===== src/rtl/bcd_countdown_timer.sv =====
// MM:SS BCD timer with a one-second prescaler and up/down counting.
// It can run, pause and resume, and flags expiry when the count reaches its end value.
module bcd_countdown_timer #(
    parameter  int MIN_DIGITS = 2,
    parameter  int TICK_DIV   = 50000000,
    localparam int TW         = 4 * (MIN_DIGITS + 2)
) (
    input  logic          clk,
    input  logic          reset,
    input  logic          load,
    input  logic [TW-1:0] load_value,
    input  logic          start,
    input  logic          stop,
    input  logic          dir,
    output logic [TW-1:0] time_out,
    output logic          running,
    output logic          expired,
    output logic          done_pulse,
    output logic          load_err
);

    localparam int ND = MIN_DIGITS + 2;
    localparam int PW = (TICK_DIV > 2) ? $clog2(TICK_DIV) : 1;
    localparam logic [PW-1:0] LAST = PW'(TICK_DIV - 1);

    typedef enum logic [1:0] {
        S_IDLE,
        S_RUN,
        S_PAUSE,
        S_EXP
    } state_e;

    // Digit 1 is seconds-tens (0-5); every other digit is 0-9.
    function automatic logic [3:0] dig_max(input int i);
        return (i == 1) ? 4'd5 : 4'd9;
    endfunction

    function automatic logic [TW-1:0] max_time();
        logic [TW-1:0] m;
        m = '0;
        for (int i = 0; i < ND; i++) begin
            m[4*i +: 4] = dig_max(i);
        end
        return m;
    endfunction

    function automatic logic is_valid(input logic [TW-1:0] t);
        logic ok;
        ok = 1'b1;
        for (int i = 0; i < ND; i++) begin
            if (t[4*i +: 4] > dig_max(i)) begin
                ok = 1'b0;
            end
        end
        return ok;
    endfunction

    function automatic logic [TW-1:0] step(input logic [TW-1:0] t,
                                           input logic up);
        logic [TW-1:0] r;
        logic [3:0]    d;
        logic          c;
        r = t;
        c = 1'b1;
        for (int i = 0; i < ND; i++) begin
            d = t[4*i +: 4];
            if (c) begin
                if (up) begin
                    c = (d == dig_max(i));
                    d = c ? 4'd0 : d + 4'd1;
                end else begin
                    c = (d == 4'd0);
                    d = c ? dig_max(i) : d - 4'd1;
                end
            end
            r[4*i +: 4] = d;
        end
        return r;
    endfunction

    localparam logic [TW-1:0] TMAX = max_time();

    state_e        state_q, state_d;
    logic [TW-1:0] time_q, time_d;
    logic [PW-1:0] presc_q, presc_d;
    logic          dir_q, dir_d;
    logic          done_q, done_d;
    logic          lerr_q, lerr_d;

    logic          tick;
    logic          start_ok;
    logic [TW-1:0] nxt;
    logic [TW-1:0] bound;

    always_ff @(posedge clk) begin
        if (reset) begin
            state_q <= S_IDLE;
            time_q  <= '0;
            presc_q <= '0;
            dir_q   <= 1'b0;
            done_q  <= 1'b0;
            lerr_q  <= 1'b0;
        end else begin
            state_q <= state_d;
            time_q  <= time_d;
            presc_q <= presc_d;
            dir_q   <= dir_d;
            done_q  <= done_d;
            lerr_q  <= lerr_d;
        end
    end

    always_comb begin
        state_d  = state_q;
        time_d   = time_q;
        presc_d  = presc_q;
        dir_d    = dir_q;
        done_d   = 1'b0;
        lerr_d   = 1'b0;
        tick     = (state_q == S_RUN) && (presc_q == LAST);
        nxt      = step(time_q, dir_q);
        bound    = dir_q ? TMAX : '0;
        // A start aimed at a boundary already reached is refused.
        start_ok = start && (time_q != (dir ? TMAX : '0));

        if (load) begin
            if (is_valid(load_value)) begin
                time_d  = load_value;
                state_d = S_IDLE;
                presc_d = '0;
            end else begin
                lerr_d = 1'b1;
            end
        end else if (stop) begin
            if (state_q == S_RUN) begin
                state_d = S_PAUSE;
            end
        end else begin
            unique case (state_q)
                S_IDLE: begin
                    if (start_ok) begin
                        dir_d   = dir;
                        state_d = S_RUN;
                        presc_d = '0;
                    end
                end
                S_PAUSE: begin
                    if (start_ok) begin
                        dir_d   = dir;
                        state_d = S_RUN;
                    end
                end
                S_RUN: begin
                    if (tick) begin
                        presc_d = '0;
                        time_d  = nxt;
                        if (nxt == bound) begin
                            state_d = S_EXP;
                            done_d  = 1'b1;
                        end
                    end else begin
                        presc_d = presc_q + 1'b1;
                    end
                end
                default: ;
            endcase
        end
    end

    assign time_out   = time_q;
    assign running    = (state_q == S_RUN);
    assign expired    = (state_q == S_EXP);
    assign done_pulse = done_q;
    assign load_err   = lerr_q;

endmodule


===== config.mk =====
export PLATFORM = sky130hd
export DESIGN_NAME = bcd_countdown_timer
export DESIGN_NICKNAME = d
export VERILOG_FILES = /design/src/rtl/bcd_countdown_timer.sv
export SDC_FILE = /design/constraint.sdc
export NUM_CORES = 1
export LEC_CHECK = 0
export BUFFER_PORTS_ARGS = -buffer_cell sky130_fd_sc_hd__buf_2
export CAP_MARGIN = 20
export CORE_MARGIN = 2
export CORE_UTILIZATION = 58
export DETAILED_ROUTE_END_ITERATION = 16
export HOLD_SLACK_MARGIN = 0.03
export PLACE_DENSITY = 0.78
export SLEW_MARGIN = 20
export SYNTH_ARGS = -nofsm -noshare
export SYNTH_HDL_FRONTEND = slang
export SYNTH_SLANG_ARGS = --single-unit

===== constraint.sdc =====
create_clock -name clk -period 3.31 [get_ports clk]
set_input_delay 0.4965 -clock clk [delete_from_list [all_inputs] [get_ports clk]]
set_output_delay 0.4965 -clock clk [all_outputs]
set_load 0.01 [all_outputs]

==> out/summary.md <==
## Clock network
• **hold-fix buffers at CTS** 0
• **root buf cell** clkbuf_8
• **clock latency at the later pin of the worst-skew pair** 0.31 ns
• **post-CTS clock slew at the launch and capture registers of the worst setup and hold paths** 0.09 ns
• **clock tree buffer depth** 2
• **Post-CTS Setup Inserts** 0
• **post_cts resized** 0
• **TritonCTS clock tree** built
• **Inserted Clock Buffers** 5
• **total clock sinks** 47
• **total number of H-tree levels** 2

## Synth
• **post-synthesis cell type count** 62
• **#FFs+latches synth** 47
• **part of the Yosys area used for sequential elements** 0.287
• **synthesized area per cell** 7.26 sq um
• **share of synthesized flip-flops with an asynchronous set or reset** 0
• **post-synthesis cell area** 3270 sq um
• **number of enable-type register cells in the synthesized netlist** 0
• **total of warnings raised by yosys** 0
• **leading register cell type out of synthesis** dfxtp_1
• **cell count after synthesis** 451
• **net count of the mapped netlist** 474

## Min path
• **startpoint of the worst hold path** load_value[0]
• **worst hold path stage count** 3
• **endpoint of the worst hold path** time_out[0]
• **path type of the worst min-delay path** input port to flip-flop

## GRT
• **initial antenna violation count** 0
• **met3 track demand over resource in global routing** 0.0409
• **number of global-route vias before repair** 2884
• **grt ovf** 0
• **GRT Util Overall** 0.269
• **Most Crowded Layer GR** met2
• **wire length of the first global-routing pass** 13600 um
• **met2 Resource Use GR** 0.461
• **met1 Usage GRT** 0.344
• **pin count of the biggest net entering global routing** 35

## STA
• **period utilisation layout** 0.852
• **clock skew after layout** 0.0104 ns
• **fmax** 355 MHz
• **relative slew slack** 0.540
• **final period demand of the worst path** 2.82 ns
• **Worst-Margin Slew** 0.689 ns
• **Final Worst Setup Slack** 0.491 ns
• **final setup violating endpoints** 0
• **Sum Neg Setup Slack** 0 ns
• **final hold viol count** 0
• **Max Transition Viols Final** 0
• **RSZ-0062 raised after global routing** no

## Power and ir drop
• **cell-internal power** 865 uW
• **fraction of power consumed by combinational cells** 0.235
• **power per cell area** 363 nW/um^2
• **peak ir drop on the vdd network** 0.255 mV
• **static power due to leakage** 0.00131 uW
• **fraction of power spent switching nets** 0.330
• **relative contribution of sequential cells to total power** 0.483
• **net switching component of the power** 426 uW
• **part of the total power dissipated in the clock network** 0.282

## Route
• **number of remaining DRC errors** 0
• **Detailed Route WL** 8360 um
• **violation count after the first detailed-route iteration** 353
• **routed vias** 3381
• **Routed wire per std cell** 15.4 um
• **First-pass DRT Iterations** 5
• **post-detailed-route count of antenna-violating nets** 0
• **post-DR vias/cell** 6.23

## Setup path
• **CP Data Arrival Time** 3.04 ns
• **register-to-register path setup slack** 0.49 ns
• **worst path required time** 3.54 ns
• **reg-to-reg critical path startpoint** time_out[0]
• **worst reg2reg path endpoint** presc_q[25]
• **cell with the largest stage delay on the worst path** dfxtp_1
• **gate family responsible for the most delay along the worst path** simple AND/OR/NAND/NOR gates
• **Setup crit start kind** flip-flop
• **kind of end point of the critical path** flip-flop
• **biggest cell delay along the critical path** 0.78 ns
• **Worst Setup Path Type** flip-flop to flip-flop
• **Worst Reg-to-Reg Cells** 7
• **largest fanout on the critical path** 21
• **CP bufs+invs** 0
• **series of cell instances along the critical path** nor4_1, and4_1, o21ai_1, a41o_1, nand4_1, or4_1, a21oi_1

## Floorplanning
• **Top-Level Pins** 42
• **Initial Utilization** 0.598
• **die height** 79.1 um
• **Core ar.** 5470 sq um
• **Die Area** 6260 sq um
• **DIE WIDTH** 79.1 um
• **floorplan row count** 27

## Cells and area
• **net count of the finished layout** 493
• **signed area change from the synthesized netlist to the final layout** 8.79%
• **number of filler cells placed in the layout** 508
• **number of cells in the finished layout apart from fillers** 543
• **fraction of final layout cells sized beyond drive strength 1** 0.138
• **number of antenna repair diodes** 0

## Job
• **count of max-cap constraint violations** 0

## Placed design
• **number of cells in the design after placement** 535
• **number of buffers inserted by port buffering** 41
• **Place WS** 0.495 ns
• **DPL Wire Length** 5860 um
• **placer's final routability congestion estimate** 0.928

## Status
• **outcome** finished clean

-- final cells by class --
type	count	area, sq um	share of cell area
inverter	10	37.5	0.0105
clock buffer	5	68.8	0.0193
multi-input combinational	358	2140	0.601
tap	72	90.1	0.0253
sequential	47	941	0.264
timing repair buffer	48	258	0.0724
clock inverter	3	26.3	0.00738
-- cell usage after synthesis, types with 6 or more instances --
cell | n | area [sq um]
nand3_1 | 21 | 105
nand2_1 | 32 | 120
dfxtp_1 | 47 | 941
inv_1 | 9 | 33.8
and2_1 | 9 | 56.3
and3_1 | 6 | 37.5
xor2_1 | 8 | 70.1
a21oi_1 | 31 | 155
nor4_1 | 11 | 68.8
o31ai_1 | 11 | 82.6
nor2_1 | 57 | 214
xnor2_1 | 7 | 61.3
or3_1 | 9 | 56.3
o21ai_0 | 27 | 135
nand4_1 | 9 | 56.3
buf_2 | 10 | 50.1
clkbuf_1 | 22 | 82.6
or4_1 | 6 | 45.0
nor3_1 | 15 | 75.1
mux2i_1 | 6 | 60.1
nand2b_1 | 16 | 100
-- state kept, by name (all words and copies together), names as in the netlist --
name and cells:
state_q 2, dir_q 1, load_err 1, presc_q 26, time_out 16, done_pulse 1
-- metal layers --
layer  share of wire  up-vias  routed length, um
met2            0.49      143               4120
met4           0.020        0                167
met3           0.064       16                533
met5               0        -                  0
li1                -     1695                  -
met1            0.42     1527               3540
-- kinds of logic (layout without fill, tap and decap cells) --
kind of cell,Yosys count,after routing,synth area share
adder cells (fa/ha/maj),1,1,0.00382
AO/OA/AOI/OAI,120,120,0.240
multiplexers,9,9,0.0287
flip-flops,47,47,0.287
AND/OR/NAND/NOR,213,213,0.341
XOR/XNOR,15,15,0.0401
buffers and inverters,46,66,0.0589
-- placed cells by master (no fill, tap or decap), types with 11 or more instances in the layout --
master,netlist,final
dfxtp_1,47,47
o31ai_1,11,11
nand2b_1,16,16
nand2_1,32,32
nor3_1,15,15
nor2_1,57,57
a21oi_1,31,31
o21ai_0,27,27
nor4_1,11,11
nand3_1,21,21
buf_2,10,41
-- power groups by stage --
stage | registers (uW) | logic [uW] | clock network [uW]
finish | 624 | 303 | 364
global route | 629 | 335 | 394
CTS | 623 | 300 | 378
detailed placement | 636 | 299 | 0
global placement | 635 | 295 | 0
floorplan | 612 | 243 | 0
-- worst min-delay path, delay by kind of cell --
| kind | cells | cell delay (ns) |
|---|---|---|
| and+or+nand+nor | 1 | 0.07 |
| buffers and inverters | 1 | 0.11 |
| AOI/OAI and AO/OA | 1 | 0.06 |
-- metrics by stage --
stage / power (uW) / utilization / hold slack (ns) / cell area (sq um)
finish: 1290 / 0.651 / 0.471 / 3560
CTS: 1300 / 0.651 / 0.460 / 3560
global route: 1360 / 0.651 / 0.491 / 3560
global placement: 929 / 0.633 / 0.458 / 3470
detailed placement: 934 / 0.633 / 0.462 / 3470
floorplan: 855 / - / 0.444 / 3270
-- worst max path at each step --
stage             startpoint           end  slack, ns  depth (start not counted)
3_3_place_gp           dir_q    done_pulse       0.54                          7
4_1_cts          time_out[0]    done_pulse       0.49                          8
3_5_place_dp   load_value[2]   presc_q[23]       0.50                          8
5_1_grt          time_out[0]   presc_q[25]       0.27                          7
6_report         time_out[0]   presc_q[25]       0.49                          7
2_1_floorplan    time_out[4]  time_out[14]       0.79                          8
Power figures use the tool's default switching activity.
